File: src/rtl/tick_timer.sv
// -----------------------------------------------------------------------------
// tick_timer
//
// Programmable down-counting interval timer driven by the single-cycle `tick`
// pulse from an upstream prescaler. It supports one-shot and periodic modes,
// pause/resume and stop. Each elapsed interval produces a one-cycle `expire`
// pulse and increments a wrapping expiry counter.
//
// Ports:
//   clk      - clock; all state changes on its rising edge
//   rst      - synchronous, active-high reset
//   tick     - single-cycle count enable from the prescaler
//   start    - load load_val/mode and begin counting (also retriggers)
//   stop     - abort the timer and return to IDLE
//   pause    - level; while high, ticks are ignored (RUN -> PAUSE)
//   mode     - 0 = one-shot, 1 = periodic; sampled on an accepted start
//   load_val - interval in ticks; sampled on an accepted start
//   count    - remaining ticks (registered)
//   busy     - high in RUN or PAUSE
//   paused   - high in PAUSE
//   expire   - one-cycle pulse when the interval elapses
//   exp_cnt  - expirations since the last start, wraps modulo 2^EW
//
// Input priority within a cycle: rst > stop > start > pause > tick.
// -----------------------------------------------------------------------------
module tick_timer #(
  parameter int W  = 8,
  parameter int EW = 8
) (
  input  logic          clk,
  input  logic          rst,
  input  logic          tick,
  input  logic          start,
  input  logic          stop,
  input  logic          pause,
  input  logic          mode,
  input  logic [W-1:0]  load_val,
  output logic [W-1:0]  count,
  output logic          busy,
  output logic          paused,
  output logic          expire,
  output logic [EW-1:0] exp_cnt
);

  typedef enum logic [1:0] {
    IDLE  = 2'd0,
    RUN   = 2'd1,
    PAUSE = 2'd2
  } state_t;

  state_t        state_q,   state_d;
  logic [W-1:0]  count_q,   count_d;
  logic [W-1:0]  reload_q,  reload_d;
  logic          mode_q,    mode_d;
  logic [EW-1:0] exp_cnt_q, exp_cnt_d;
  logic          expire_q,  expire_d;
  logic          busy_q,    busy_d;
  logic          paused_q,  paused_d;

  // State register: every flop, synchronous reset to the idle values.
  always_ff @(posedge clk) begin
    if (rst) begin
      state_q   <= IDLE;
      count_q   <= {W{1'b0}};
      reload_q  <= {W{1'b0}};
      mode_q    <= 1'b0;
      exp_cnt_q <= {EW{1'b0}};
      expire_q  <= 1'b0;
      busy_q    <= 1'b0;
      paused_q  <= 1'b0;
    end else begin
      state_q   <= state_d;
      count_q   <= count_d;
      reload_q  <= reload_d;
      mode_q    <= mode_d;
      exp_cnt_q <= exp_cnt_d;
      expire_q  <= expire_d;
      busy_q    <= busy_d;
      paused_q  <= paused_d;
    end
  end

  // Next-state logic: resolves stop/start/pause/tick in priority order.
  always_comb begin
    state_d   = state_q;
    count_d   = count_q;
    reload_d  = reload_q;
    mode_d    = mode_q;
    exp_cnt_d = exp_cnt_q;
    expire_d  = 1'b0;

    if (stop) begin
      // Stop wins over start even in IDLE; exp_cnt is deliberately held.
      state_d = IDLE;
      count_d = {W{1'b0}};
    end else if (start) begin
      mode_d   = mode;
      reload_d = load_val;
      if (load_val != {W{1'b0}}) begin
        state_d   = RUN;
        count_d   = load_val;
        exp_cnt_d = {EW{1'b0}};
      end else begin
        // A zero interval elapses immediately: single expiry, no RUN phase.
        state_d   = IDLE;
        count_d   = {W{1'b0}};
        expire_d  = 1'b1;
        exp_cnt_d = {{(EW-1){1'b0}}, 1'b1};
      end
    end else begin
      case (state_q)
        IDLE: begin
          state_d = IDLE;
        end
        RUN: begin
          if (pause) begin
            state_d = PAUSE;
          end else if (tick) begin
            if (count_q == {{(W-1){1'b0}}, 1'b1}) begin
              expire_d  = 1'b1;
              exp_cnt_d = exp_cnt_q + {{(EW-1){1'b0}}, 1'b1};
              if (mode_q) begin
                // Reload on the expiring tick so periods abut with no gap.
                count_d = reload_q;
              end else begin
                count_d = {W{1'b0}};
                state_d = IDLE;
              end
            end else if (count_q != {W{1'b0}}) begin
              count_d = count_q - {{(W-1){1'b0}}, 1'b1};
            end else begin
              // Unreachable in RUN; guard against underflow anyway.
              count_d = {W{1'b0}};
              state_d = IDLE;
            end
          end else begin
            state_d = RUN;
          end
        end
        PAUSE: begin
          // Leaving PAUSE consumes the cycle; a same-cycle tick is dropped.
          if (!pause) begin
            state_d = RUN;
          end else begin
            state_d = PAUSE;
          end
        end
        default: begin
          state_d = IDLE;
          count_d = {W{1'b0}};
        end
      endcase
    end

    busy_d   = (state_d != IDLE);
    paused_d = (state_d == PAUSE);
  end

  // Output drive: ports come straight from flops.
  always_comb begin
    count   = count_q;
    busy    = busy_q;
    paused  = paused_q;
    expire  = expire_q;
    exp_cnt = exp_cnt_q;
  end

endmodule
File: config.mk
export PLATFORM = sky130hd
export DESIGN_NAME = tick_timer
export DESIGN_NICKNAME = d
export VERILOG_FILES = /design/src/rtl/tick_timer.sv
export SDC_FILE = /design/constraint.sdc
export NUM_CORES = 1
export LEC_CHECK = 0
export ABC_AREA = 1
export CAP_MARGIN = 0
export CORE_ASPECT_RATIO = 0.7
export CORE_UTILIZATION = 28
export CTS_CLUSTER_DIAMETER = 80
export CTS_CLUSTER_SIZE = 40
export DETAILED_ROUTE_END_ITERATION = 10
export GPL_TIMING_DRIVEN = 0
export PLACE_DENSITY_LB_ADDON = 0.25
export SLEW_MARGIN = 15
export SYNTH_ARGS = -nofsm -noshare
export SYNTH_HDL_FRONTEND = slang
export SYNTH_SLANG_ARGS = --single-unit
File: constraint.sdc
create_clock -name clk -period 1.5 [get_ports clk]
set_input_delay 0.225 -clock clk [delete_from_list [all_inputs] [get_ports clk]]
set_output_delay 0.225 -clock clk [all_outputs]
set_load 0.05 [all_outputs]
==> metrics.txt <==
number of antenna violations at the first check in global routing 0; final clock skew roughly 3.7 ps; cell-internal power ~1.3 mW; top cells by area in the synthesized netlist sky130_fd_sc_hd__dfxtp_1 (37%), sky130_fd_sc_hd__nand2_1 (11%), sky130_fd_sc_hd__inv_1 (6.2%), sky130_fd_sc_hd__nor2_1 (5.0%), sky130_fd_sc_hd__o22ai_1 (5.0%); Netlist Area Pre-Place 0.00164 mm2; Die Span Y approximately 66 um; Worst-Margin Slew around 600 ps; clock-pin slew on the worst setup and hold paths around 60 ps; leakage power approximately 1.0 nW; kind of critical path input port to flip-flop; final setup vio count 8; worst-case vdd ir drop 299 uV; FF+latch count, synth 30; switching part of the total just under 30%; final hold viol count 0; combinational share of power 19.6%; critical path arrival 1790 ps; Max-slew headroom between 50% and 60%; area enclosed by the die boundary between 0.006 and 0.007 mm2; power per unit of standard cell area 779 mW/mm2; max-cap violation count 0; Design Area, Final 0.00241 mm2; First DRT Iteration DRCs 73; pin count of the biggest net entering global routing 11; nature of the critical path endpoint flip-flop; highest routing layer actually used met4; Std-Cell Core Area approximately 0.0055 mm2; part of the total power dissipated in sequential elements 44.8%; total I/O pin count 34; hold crit path type input port to flip-flop; cell chosen for the clock root sky130_fd_sc_hd__clkbuf_8; initial standard-cell utilization of the core a little under a third; maximum clock frequency between 600 and 700 MHz; Post-Syn Nets 244; post-route core utilization about 44%; final total power between 1.5 and 2 mW; clock tree sinks 30; horizontal extent of the die ~94 um; via count ~1.7k; routed length on met2 between 1500 and 2000 um; instance area at placement ~0.0021 mm2; failing checks negative setup slack; relative area change from synthesis to final layout 47.0%; routed length on met1 between 2000 and 3000 um; DRC violations left 0; synthesized area per cell approximately 7.3 um2; Inserted Diodes 0; Worst-Skew Late Latency 280 ps; post-route worst setup slack -75.6 ps; residual antenna-violating net count after detailed routing 0; number of buffers inserted during clock tree synthesis 5; fraction of synthesized cell area taken by the top area cell type between 30% and 40%; vias per inst between 4 and 5; net switching power figure ~540 uW; number of buffers on the longest clock path 2; total routing resource utilization after global routing between 10% and 20%; final count of pins violating max slew 0; kind of start point of the critical path input port; CP Max Fanout 9; vias in the first global route between 1.5k and 2k; hold_ws roughly 380 ps; Cells after Synth ~220; result of the run finished with violations; wire length on met3 ~150 um; unrepaired setup endpoints after global routing yes; required time at the endpoint of the critical path approximately 1700 ps; part of the power in the clock network 35.5%; area leader, netlist sky130_fd_sc_hd__dfxtp_1; total of hold buffers inserted after clock tree synthesis 0; overall overflow remaining after global route 0; std cell rows 22; sequential area share after synthesis 36.6%; post-route minimum period between 1500 and 2000 ps; H-tree level count 2; pre-CTS setup slack -529 ps; First-pass DRT Iterations 4; global-route wire length before repair a little under 8000 um; Yosys warning total 0; share of cells above drive strength 1 30.3%; dpl hpwl between 3000 and 4000 um; count of nets after finishing just under 300; IO buf count 32; weighted congestion at the end of routability-driven global placement around 0.78; Distinct cells, synth 31; wire length reported by the detailed router between 4000 and 5000 um; part of the cycle the worst path needs 105%; Wirelength per Cell 13.5 um; CTS tree built
## metal layers
metal  global-route usage (%)  vias to the layer above
met4                     5.19                        0
met1                     24.6                      774
met3                     3.45                        5
met2                     23.0                       33
met5                        0                        -
li1                         -                      857
## kinds of logic after synthesis
group / Yosys count / share of synthesized area [%]
AND/OR/NAND/NOR: 104 / 32.2
AO/OA/AOI/OAI: 42 / 14.7
buffers and inverters: 35 / 8.38
flip-flops: 30 / 36.6
XOR/XNOR: 8 / 4.27
adder cells (fa/ha/maj): 5 / 3.81
## power by group through the flow
| stage | registers, mW | clock network [mW] | logic (mW) |
|---|---|---|---|
| 3_5_place_dp | 0.859 | 0 | 0.305 |
| 3_3_place_gp | 0.858 | 0 | 0.303 |
| 4_1_cts | 0.841 | 0.681 | 0.355 |
| 6_report | 0.843 | 0.667 | 0.369 |
| 5_1_grt | 0.845 | 0.730 | 0.400 |
| 2_1_floorplan | 0.888 | 0 | 0.164 |
## Yosys cell counts
cell and count:
sky130_fd_sc_hd__nand2_1 47, sky130_fd_sc_hd__a21oi_1 12, sky130_fd_sc_hd__buf_2 1, sky130_fd_sc_hd__o22ai_1 13, sky130_fd_sc_hd__nor3_2 6, sky130_fd_sc_hd__inv_1 27
sky130_fd_sc_hd__inv_2 3, sky130_fd_sc_hd__clkinv_1 1, sky130_fd_sc_hd__nor3_4 2, sky130_fd_sc_hd__o21ai_1 2, sky130_fd_sc_hd__xor2_1 7, sky130_fd_sc_hd__nand4_1 7
sky130_fd_sc_hd__nor2_4 2, sky130_fd_sc_hd__a31o_1 1, sky130_fd_sc_hd__nor2_1 22, sky130_fd_sc_hd__and3_1 1, sky130_fd_sc_hd__nand2_4 2, sky130_fd_sc_hd__buf_1 1
sky130_fd_sc_hd__xnor2_1 1, sky130_fd_sc_hd__nor4_1 1, sky130_fd_sc_hd__a31oi_1 7, sky130_fd_sc_hd__nor3_1 1, sky130_fd_sc_hd__a21boi_0 1, sky130_fd_sc_hd__ha_1 5
sky130_fd_sc_hd__nand3b_1 1, sky130_fd_sc_hd__clkbuf_1 1, sky130_fd_sc_hd__dfxtp_1 30, sky130_fd_sc_hd__nand2_2 3, sky130_fd_sc_hd__inv_6 1, sky130_fd_sc_hd__nand3_1 9
sky130_fd_sc_hd__o21ai_0 6
## final cells by class
class / instances / area [um2]
Fill cell: 573 / 3040
Multi-Input combinational cell: 160 / 1050
Sequential cell: 30 / 621
Timing Repair Buffer: 45 / 414
Inverter: 32 / 136
Tap cell: 72 / 90.1
Clock buffer: 7 / 86.3
Buffer: 3 / 13.8
## final timing paths
kind	from	to	slack, ps	depth (start not counted)
hold / removal	start	reload_q[5]$_SDFFE_PP0P_	380	3
hold reg to reg	reload_q[2]$_SDFFE_PP0P_	reload_q[2]$_SDFFE_PP0P_	480	2
setup / recovery	rst	paused$_SDFF_PP0_	-80	6
setup reg to reg	count[1]$_SDFFE_PP0P_	exp_cnt[3]$_SDFFE_PP0P_	-70	10
## registers in the layout, indices dropped and copies added (netlist names)
signal / cells
exp_cnt: 8
busy: 1
mode_q: 1
reload_q: 8
paused: 1
state_q: 2
expire: 1
count: 8
## timing repair
action,in CTS,in global routing
gates resized for setup,41,23
pin swaps,7,4
endpoints found under the setup margin,40,31
gates cloned,1,0
buffers inserted,14,0
## critical path: stages
cell,delay [ps]
sky130_fd_sc_hd__clkdlybuf4s50_1,560
sky130_fd_sc_hd__nor2_1,190
sky130_fd_sc_hd__clkinv_2,180
sky130_fd_sc_hd__nor4_1,390
sky130_fd_sc_hd__nand2_2,130
sky130_fd_sc_hd__a21oi_2,120
## per-stage QoR
stage          setup TNS, ps  instances
2_1_floorplan           -196        224
3_3_place_gp           -9500        328
3_5_place_dp           -9650        328
4_1_cts                -1240        350
5_1_grt                -2320        349
6_report                -327        349
## cell usage in the layout (no fill, tap or decap), types with 7 or more instances in the layout
cell and instances:
sky130_fd_sc_hd__a31oi_1 7, sky130_fd_sc_hd__dfxtp_2 10, sky130_fd_sc_hd__nand3_1 7, sky130_fd_sc_hd__o22ai_1 10, sky130_fd_sc_hd__nand2_2 8, sky130_fd_sc_hd__dfxtp_1 18, sky130_fd_sc_hd__xor2_1 7, sky130_fd_sc_hd__nand2_1 40
sky130_fd_sc_hd__inv_1 24, sky130_fd_sc_hd__nand4_1 7, sky130_fd_sc_hd__buf_4 11, sky130_fd_sc_hd__nor2_1 18, sky130_fd_sc_hd__clkdlybuf4s50_1 12, sky130_fd_sc_hd__dlygate4sd2_1 14
No activity file was read; power rests on OpenSTA's default activity.
